**config.mk**
```make
export PLATFORM = sky130hd
export DESIGN_NAME = servant_ram_arb
export DESIGN_NICKNAME = d
export VERILOG_FILES = /design/src/rtl/servant_ram_arb.sv
export SDC_FILE = /design/constraint.sdc
export NUM_CORES = 1
export LEC_CHECK = 0
export CAP_MARGIN = 20
export CORE_MARGIN = 2
export CORE_UTILIZATION = 40
export CTS_CLUSTER_DIAMETER = 150
export CTS_CLUSTER_SIZE = 8
export DETAILED_ROUTE_END_ITERATION = 12
export PLACE_DENSITY = 0.87
export SLEW_MARGIN = 15
export SYNTH_ARGS = -nofsm -noshare
export SYNTH_HDL_FRONTEND = slang
export SYNTH_SLANG_ARGS = --single-unit
```
**constraint.sdc**
```tcl
create_clock -name i_wb_clk -period 5.3 [get_ports i_wb_clk]
set_clock_uncertainty 0.15 [all_clocks]
set_input_delay 0.795 -clock i_wb_clk [delete_from_list [all_inputs] [get_ports i_wb_clk]]
set_output_delay 0.795 -clock i_wb_clk [all_outputs]
set_load 0.01 [all_outputs]
```
**src/rtl/servant_ram_arb.sv**
```systemverilog
// Shares one RAM port between a CPU wishbone slave and an RX byte-stream DMA into a circular buffer.
// Define SERVANT_RAM_ARB_IRQ_EN to get a one-cycle o_irq pulse whenever the DMA pointer wraps.
module servant_ram_arb #(
  parameter int aw        = 10,
  parameter int BUF_BASE  = 'hC0,
  parameter int BUF_BYTES = 64
) (
  input  logic                         i_wb_clk,
  input  logic                         i_wb_rst,
  input  logic [aw-3:0]                i_cpu_adr,
  input  logic [31:0]                  i_cpu_dat,
  input  logic [3:0]                   i_cpu_sel,
  input  logic                         i_cpu_we,
  input  logic                         i_cpu_cyc,
  output logic [31:0]                  o_cpu_rdt,
  output logic                         o_cpu_ack,
  input  logic [7:0]                   i_rx_dat,
  input  logic                         i_rx_valid,
  output logic                         o_rx_ready,
  output logic [aw-3:0]                o_ram_adr,
  output logic [31:0]                  o_ram_dat,
  output logic [3:0]                   o_ram_sel,
  output logic                         o_ram_we,
  output logic                         o_ram_cyc,
  input  logic [31:0]                  i_ram_rdt,
  input  logic                         i_ram_ack,
  output logic [$clog2(BUF_BYTES)-1:0] o_wr_ptr,
  output logic                         o_irq
);
  localparam int PW = $clog2(BUF_BYTES);
  localparam int AW = aw - 2;

  typedef enum logic [1:0] {IDLE, CPU, DMA} state_t;
  state_t state;
  logic   last_dma;

  logic [7:0] fifo [4];
  logic [1:0] rd_idx, wr_idx;
  logic [2:0] count;
  logic       full, empty, push, pop, is_cpu;

  assign full   = (count == 3'd4);
  assign empty  = (count == 3'd0);
  assign push   = i_rx_valid & ~full;
  assign pop    = (state == DMA) & i_ram_ack;
  assign is_cpu = (state == CPU);

  assign o_rx_ready = ~full;
  assign o_ram_cyc  = (state != IDLE);
  assign o_cpu_ack  = is_cpu & i_ram_ack;
  assign o_cpu_rdt  = i_ram_rdt;

  // Byte lane is picked by the low pointer bits; the byte is replicated on every lane.
  assign o_ram_adr = is_cpu ? i_cpu_adr : AW'(BUF_BASE) + AW'(o_wr_ptr >> 2);
  assign o_ram_dat = is_cpu ? i_cpu_dat : {4{fifo[rd_idx]}};
  assign o_ram_sel = is_cpu ? i_cpu_sel : 4'b0001 << o_wr_ptr[1:0];
  assign o_ram_we  = is_cpu ? i_cpu_we  : 1'b1;

  always_ff @(posedge i_wb_clk) begin
    if (push) fifo[wr_idx] <= i_rx_dat;
  end

  always_ff @(posedge i_wb_clk or posedge i_wb_rst) begin
    if (i_wb_rst) begin
      state    <= IDLE;
      last_dma <= 1'b1;
      rd_idx   <= '0;
      wr_idx   <= '0;
      count    <= '0;
      o_wr_ptr <= '0;
    end else begin
      if (push) wr_idx <= wr_idx + 2'd1;
      if (pop) begin
        rd_idx   <= rd_idx + 2'd1;
        o_wr_ptr <= o_wr_ptr + PW'(1);
      end
      count <= count + {2'b0, push} - {2'b0, pop};
      case (state)
        IDLE: begin
          // A full FIFO wins outright; otherwise the CPU gets every other grant.
          if (full) begin
            state    <= DMA;
            last_dma <= 1'b1;
          end else if (i_cpu_cyc && (last_dma || empty)) begin
            state    <= CPU;
            last_dma <= 1'b0;
          end else if (!empty) begin
            state    <= DMA;
            last_dma <= 1'b1;
          end
        end
        CPU, DMA: if (i_ram_ack) state <= IDLE;
        default:  state <= IDLE;
      endcase
    end
  end

`ifdef SERVANT_RAM_ARB_IRQ_EN
  always_ff @(posedge i_wb_clk or posedge i_wb_rst) begin
    if (i_wb_rst) o_irq <= 1'b0;
    else          o_irq <= pop & (&o_wr_ptr);
  end
`else
  assign o_irq = 1'b0;
`endif
endmodule

```
# --- Yosys cells after proc, flatten, opt, wreduce, memory -nomap -nowiden ---
# Memories as Yosys holds them, arrays and structs flattened.
# Cells that the tools add are included.
classes:
  n_addsub: 6
  n_eq_ne: 6
  shifts: 1
  n_mux: 14
  bitwise: 4
  reduce_logical: 8
op_table:
  columns: ["op", "n"]
  rows:
  - ["$mux W32", 1]
  - ["$add A7 B5 Y8 const A", 1]
  - ["$mux W2", 4]
  - ["$mux W8", 1]
  - ["$add A6 B1 Y6 const B", 1]
  - ["$mux W1", 6]
  - ["$add A2 B1 Y2 const B", 2]
  - ["$mux W4", 1]
  - ["$ne A4 B4 Y1 const B", 1]
  - ["$pmux W2 S2", 1]
  - ["$reduce_and A2 Y1", 2]
  - ["$shl A1 B2 Y4 const A", 1]
  - ["$add A3 B1 Y3", 1]
  - ["$and A1 B1 Y1", 3]
  - ["$eq A3 B3 Y1 const B", 1]
  - ["$logic_not A3 Y1", 1]
  - ["$ne A3 B2 Y1 const B", 1]
  - ["$sub A3 B1 Y3", 1]
  - ["$eq A2 B1 Y1 const B", 1]
  - ["$eq A2 B2 Y1 const B", 1]
  - ["$logic_not A2 Y1", 1]
  - ["$ne A2 B2 Y1 const B", 1]
  - ["$reduce_bool A2 Y1", 1]
  - ["$reduce_or A2 Y1", 1]
  - ["3 further kinds", 3]
totals:
  register_bits: 16
  ramBits: 32
  in_bits: 90
  out_inout_bits: 87
  mem_count: 1
mem_list:
  columns: ["memory", "depth", "word_bits", "rd", "rd_clocked_by_memory_dff", "wr", "line", "rtl"]
  rows:
  - ["fifo", 4, 8, 1, 0, 1, "37", "logic [7:0] fifo [4];"]

# --- Logic depth before layout (Yosys ltp) ---
# Gate-level depths: netlist of the first run.
depth:
  depth_word: 6
  mapped_depth: 11
  depth_no_buf: 10

# --- Least setup slack after synthesis of the first run ---
# No wires, ideal clock.
synth_timing:
  kind: "input port to flip-flop"
  from: "input i_ram_ack"
  to: "register count[2]"
  arrival_time_ps: 2188
  path_slack_ps: 2835
  path_stages: 9
  n_path_buf: 1
  cell_sequence: "and2_1 > buf_2 > ha_1 > inv_1 > ha_1 > inv_1 > fa_1 > xnor2_1 > xnor2_1"
synth_via:
  elab_chain_cells: 2
synth_lines:
  columns: ["element", "line", "rtl"]
  rows:
  - ["start, declared", "26", "input logic i_ram_ack,"]
  - ["$and A1 B1 Y1", "45", "assign pop = (state == DMA) & i_ram_ack;"]
  - ["via pop", "40", "logic full, empty, push, pop, is_cpu;"]
  - ["$sub A3 B1 Y3", "77", "count <= count + {2'b0, push} - {2'b0, pop};"]
  - ["end signal, assigned", "77", null]
  - ["end, declared", "39", "logic [2:0] count;"]
# The timed path passes the listed nets, and every way through them passes these cells.
# A chain may end at the register's enable or synchronous reset.

# --- Worst setup path after layout of the first run ---
layout_timing:
  from: "register state[1]"
  to: "output o_ram_dat[26]"
layout_via:
  elab_chain_cells: 2
layout_lines:
  columns: ["element", "line", "rtl"]
  rows:
  - ["start, declared", "34", "state_t state;"]
  - ["start signal, assigned", "65", "state <= IDLE;"]
  - ["start signal, assigned", "82", "state <= DMA;"]
  - ["start signal, assigned", "85", "state <= CPU;"]
  - ["$eq A2 B1 Y1", "46", "assign is_cpu = (state == CPU);"]
  - ["$mux W32", "55", "assign o_ram_dat = is_cpu ? i_cpu_dat : {4{fifo[rd_idx]}};"]
  - ["end, declared", "21", "output logic [31:0] o_ram_dat,"]
# No other way between the ends.

==> metrics.txt, run 1 <==
outcome=finished clean; VDD IR max=270 uV; commonest non-fill, non-tap cell in the layout=clkdlybuf4s50_1; crit end category=output pin; CP top delay family=adder cells; TritonCTS clock tree=yes; final instance area=0.00383 mm^2; CTS Hold Bufs=0; FF+latch area=0.00136 mm^2; hpwl dp=5350 um; Remaining DRCs=0; Critical-path top delay cell=ha_1; number of synthesized flops with an enable pin=32; Initial Util=41.5%; nets@finish=405; area grow syn2layout=35.8%; clock buffer depth=2; Synth Instances=226; Num Clock Sinks=48; Synth Register Bits=48; final worst path period share=73.4%; die width=88.0 um; worst path arrival time=2.94 ns; Mean Syn Cell Area=12.5 um^2; mapped cell area=0.00282 mm^2; Min-Delay Path Class=flop to flop; total CTS buffers=5; CP Class=flop to output pin; crit-path max FO=27; CP max stage delay=0.74 ns; initial antenna violation count=0; post-CTS setup buffer count=0; fillers=554; vias after detailed routing=1912; Rel. slew slack=38.4%; First-pass DRT Iterations=4; Top Ports=177; final WL=6710 um; Die ar.=0.00774 mm^2; RSZ-0062 raised after global routing=no; placed instance area=0.00375 mm^2; commonest non-fill, non-tap cells in the layout=clkdlybuf4s50_1, a21o_1, edfxtp_1; n_diodes=0; DR WL/cell=16.9 um; fin. max-slew vios=0; clock transition at the registers of the reported paths=0.08 ns; # setup viols final=0; CTS resizes=0; Iteration-0 DRC Markers=65; clock latency on the worst-skew pair=0.29 ns; Slew @ Worst Pin=0.925 ns; CP required=4.36 ns; Vert. Die Dim=88.0 um; pin count of the biggest net entering global routing=28; Core ar.=0.00679 mm^2; area occupied by multi-input gates=0.00111 mm^2; Critical path buffers and inverters=2; Ys Warns=0; CTS HTree Levels=2; worst path cell trace=inv_1 > ha_1 > nand2b_1 > o22ai_2 > a21o_1 > clkdlybuf4s50_1; Final TNS setup=0 ns; Max Cap Violations=0; vias in the first global route=1965; GRT Total Usage=17.6%; Post-synth ARST share=33.3%; Power per Cell Area=573 mW/mm^2; first-pass GRT wire length=10200 um; ys flop type=edfxtp_1; ANT nets after route=0; Power Total=2.20 mW; Leak=1.65 nW; Critical Path Source Type=flop; hold slack=0.354 ns; total grt overflow=0; GP Congestion=0.797; Yosys cell types=36; layout cell share with drive strength beyond 1=10.9%; Root Buffer=clkbuf_8; row count=30; sequential-to-total area share from yosys stat=48.3%; vias per std cell=4.80; Final min period=3.89 ns; Max Fclk=0.257 GHz; final hold vios=0; Net Count, Synth=330; IO Port Bufs=111
==> cell type report <==
class                   instances  area share [%]
clock inverters                 1           0.131
multi-input cells             123            28.9
well taps                      96            3.13
flip-flops and latches         48            35.6
repair buffers                112            29.2
inverters                      11            1.08
clock buffers                   7            1.99
==> registers in the layout, indices dropped and copies added, names as in the netlist <==
signal and flops:
count 3, rd_idx 2, o_wr_ptr 6, state 2
fifo 32, wr_idx 2, last_dma 1
==> path summary, 6_finish.rpt <==
kind | startpoint | end | slack, ns | depth (start not counted)
max in group asynchronous | i_wb_rst | state[1] | 3.85 | 2
hold / removal | rd_idx[1] | rd_idx[1] | 0.35 | 1
hold reg to reg | rd_idx[1] | rd_idx[1] | 0.35 | 1
setup reg to reg | count[1] | count[2] | 2.82 | 9
min in group asynchronous | i_wb_rst | rd_idx[1] | 0.74 | 2
setup / recovery | state[1] | o_ram_dat[26] | 1.41 | 6
==> stage by stage <==
step / cells / setup slack, ns / util (%)
6_report: 398 / 1.41 / 56.4
5_1_grt: 398 / 1.16 / 56.4
4_1_cts: 398 / 1.38 / 56.4
3_5_place_dp: 390 / 1.71 / 55.2
3_3_place_gp: 390 / 1.80 / 55.2
2_1_floorplan: 226 / 2.84 / -
==> power breakdown <==
| group | switching [mW] | internal (mW) | leakage (nW) | total, mW |
|---|---|---|---|---|
| logic | 0.597 | 0.773 | 1.12 | 1.37 |
| registers | 0.110 | 0.515 | 0.487 | 0.625 |
| clock network | 0.109 | 0.0926 | 0.0422 | 0.201 |
| total | 0.816 | 1.38 | 1.65 | 2.20 |
==> cell usage after synthesis, types with 8 or more instances <==
cell	n	area, um^2
xnor2_1	9	78.8
a21o_1	32	240
mux2_2	9	101
o22ai_2	8	100
buf_4	35	263
inv_1	11	41.3
edfxtp_1	32	961
dfrtp_1	15	375
mux2i_1	16	160
ha_1	13	163
==> routing by layer <==
metal	wire length, um	track usage, %
met5	0	0
met4	85	6.29
met3	378	3.96
met2	3430	29.2
met1	2810	22.5
==> logic make-up after synthesis <==
| logic type | after synthesis | synth area share (%) |
|---|---|---|
| and+or+nand+nor | 26 | 5.68 |
| buffers and inverters | 55 | 12.4 |
| AOI/OAI and AO/OA | 46 | 14.1 |
| other | 1 | 0.133 |
| DFF | 48 | 48.3 |
| muxes | 26 | 9.80 |
| adders and majority gates | 14 | 6.47 |
| xor gates and xnor gates | 10 | 3.10 |
Note: power is estimated with default switching activity, not from simulation.
==> run 2, diff against run 1 <==
--- a/config.mk
+++ b/config.mk
@@ -7,11 +7,11 @@
 export LEC_CHECK = 0
 export CAP_MARGIN = 20
 export CORE_MARGIN = 2
-export CORE_UTILIZATION = 40
+export CORE_UTILIZATION = 37
 export CTS_CLUSTER_DIAMETER = 150
 export CTS_CLUSTER_SIZE = 8
 export DETAILED_ROUTE_END_ITERATION = 12
-export PLACE_DENSITY = 0.87
+export PLACE_DENSITY = 0.81
 export SLEW_MARGIN = 15
 export SYNTH_ARGS = -nofsm -noshare
 export SYNTH_HDL_FRONTEND = slang
==> constraint.sdc (replaced) <==
create_clock -name i_wb_clk -period 3.6 [get_ports i_wb_clk]
set_clock_uncertainty 0.15 [all_clocks]
set_input_delay 0.54 -clock i_wb_clk [delete_from_list [all_inputs] [get_ports i_wb_clk]]
set_output_delay 0.54 -clock i_wb_clk [all_outputs]
set_load 0.01 [all_outputs]
==> run 2 against run 1 <==
Flip-flop and latch count unchanged. Clock-buffer cell count unchanged. Routed wire length rose by 5.0%. Cell area is 0.85% higher. Sequential share of layout area fell by 0.30 points. Critical endpoint is now o_ram_dat[22]. Cell count is 1.3% higher. Combinational power increased by 50%. Critical path depth rose by 1. Largest cell class unchanged.
==> metrics.txt, run 2 (synthesized netlist as in run 1, its figures left out) <==
GRT Total Usage=17.0% (-0.53 points); Root Buffer=clkbuf_8; Min-Delay Path Class=flop to flop; clock transition at the registers of the reported paths=0.09 ns (about the same); area grow syn2layout=37.0%; commonest non-fill, non-tap cell in the layout=clkdlybuf4s50_1; CTS HTree Levels=2 (unchanged); placed instance area=0.00377 mm^2 (+0.50%); CP Class=flop to output pin; final instance area=0.00386 mm^2 (+0.85%); grt peak-use layer=met2; DR WL/cell=17.5 um (+3.7%); post-CTS setup buffer count=0 (unchanged); First-pass DRT Iterations=4 (unchanged); hpwl dp=5670 um (+6.0%); Final min period=3.20 ns; VDD IR max=351 uV (+30%); first-pass GRT wire length=11100 um (+9.4%); outcome=finished clean; worst path cell trace=inv_1 > ha_1 > buf_4 > nand2b_1 > o22ai_2 > a21o_1 > clkdlybuf4s50_1; worst r2r src=count[1]; CP required=2.91 ns (-1.45 ns); pin count of the biggest net entering global routing=34 (+21%); fillers=614 (+11%); WHS Endpoint=rd_idx[1]; met3 Track Usage GR=4.23% (+0.27 points); CP max stage delay=0.53 ns (-0.21 ns); M1 GR Usage=20.8% (-1.7 points); area occupied by multi-input gates=0.00111 mm^2 (unchanged); worst reg2reg path depth=9 (unchanged); Initial Util=38.5% (-3.0 points); Critical path buffers and inverters=3 (+1); Critical Path Source Type=flop; GP Congestion=0.821 (+3.0%); Iteration-0 DRC Markers=67 (+3.1%); Critical-path top delay cell=clkdlybuf4s50_1; IO Port Bufs=111 (unchanged); Die ar.=0.00834 mm^2 (+7.7%); commonest non-fill, non-tap cells in the layout=clkdlybuf4s50_1, a21o_1, edfxtp_1; Power per Cell Area=843 mW/mm^2 (+47%); die width=91.3 um (+3.8%); row count=31 (+3.3%); R2R Path End=count[2]; final hold vios=0 (unchanged); M2 GR Usage=29.7% (+0.49 points); vias per std cell=4.77 (-0.72%); hold path cells=1 (unchanged); final WL=7040 um (+5.0%); fin. max-slew vios=0 (unchanged); Slew @ Worst Pin=0.660 ns (-0.265 ns); Top Ports=177 (unchanged); Vert. Die Dim=91.3 um (+3.8%); CTS Hold Bufs=0 (unchanged); vias after detailed routing=1922 (+0.52%); crit-path max FO=16 (-41%); clock latency on the worst-skew pair=0.29 ns (about the same); Max Fclk=0.313 GHz; final core utilization=52.7% (-3.7 points); total grt overflow=0 (unchanged); fin cells=403 (+1.3%); vias in the first global route=2060 (+4.8%); CTS resizes=0 (unchanged); FF+latch area=0.00136 mm^2 (unchanged); Max Cap Violations=0 (unchanged); clock buffer depth=2 (unchanged); Leak=1.66 nW (+0.99%); final worst path period share=88.8%; total CTS buffers=5 (unchanged); Core ar.=0.00733 mm^2 (+7.9%); Rel. slew slack=56.0% (+18 points); initial antenna violation count=0 (unchanged); # setup viols final=0 (unchanged); n_diodes=0 (unchanged); Final TNS setup=0 ns (unchanged); Largest register FFs=32 (unchanged); RSZ-0062 raised after global routing=no; TritonCTS clock tree=yes; largest registers=fifo: 32 flops, o_wr_ptr: 6 flops, count: 3 flops; min-delay src=rd_idx[1]; crit end category=output pin; Remaining DRCs=0 (unchanged); nets@finish=407 (+0.49%); layout cell share with drive strength beyond 1=11.8% (+0.91 points); CP top delay family=buffers and inverters; dpl cells=395 (+1.3%); worst path arrival time=2.51 ns (-0.43 ns); ANT nets after route=0 (unchanged); Reg with most FFs=fifo; worst reg-to-reg setup slack=1.10 ns (-1.72 ns); Num Clock Sinks=48 (unchanged)
==> run 2: cell count changes in the layout (fill, tap and decap cells not counted) <==
cell / change
clkbuf_1: -1
buf_4: +2
clkinv_2: -1
clkbuf_8: +1
clkinv_4: +1
==> run 2: worst max-delay path by stage <==
stage | startpoint | cells past startpoint | endpoint | slack, ns
after floorplan | count[1] | 10 | count[2] | 1.26
after global placement | i_ram_ack | 9 | count[2] | 0.71
after detailed placement | i_ram_ack | 9 | count[2] | 0.70
after CTS | state[1] | 7 | o_ram_dat[10] | 0.36
after global routing | state[1] | 7 | o_ram_dat[10] | 0.25
final | state[1] | 7 | o_ram_dat[22] | 0.40
==> run 2: worst reg2reg max path, delay by kind of cell, from the launching register on <==
kind,cells,cell delay (ns)
xor+xnor,2,0.31
fa+ha+maj,3,0.73
flops,1,0.47
buf+inv,2,0.10
simple gates,2,0.66
==> run 2: where the power goes <==
group / internal [mW] / switching, mW
clock: 0.157 / 0.163
sequential: 0.759 / 0.113
combinational: 1.14 / 0.920
==> run 2: cell type report <==
class                           instances  share of cell area (%)
Multi-Input combinational cell        123                    28.7
Clock inverter                          1                   0.227
Tap cell                               99                    3.20
Sequential cell                        48                    35.3
Timing Repair Buffer                  114                    29.3
Clock buffer                            7                    2.23
Inverter                               11                    1.07
==> run 2: routing by layer <==
metal	part of all wire (%)	wire length [um]	up-vias
met5	0	0	-
met4	1.7	118	0
met3	5.2	368	14
met2	52	3680	58
met1	41	2880	932
li1	-	-	918
==> run 2: through the flow <==
stage               hold slack [ns]  setup slack (ns)  total power [mW]
floorplan                     0.303              1.26              2.02
global placement              0.335             0.708              2.92
detailed placement            0.334             0.701              2.97
CTS                           0.349             0.358              3.30
global route                  0.389             0.250              3.47
finish                        0.351             0.402              3.26
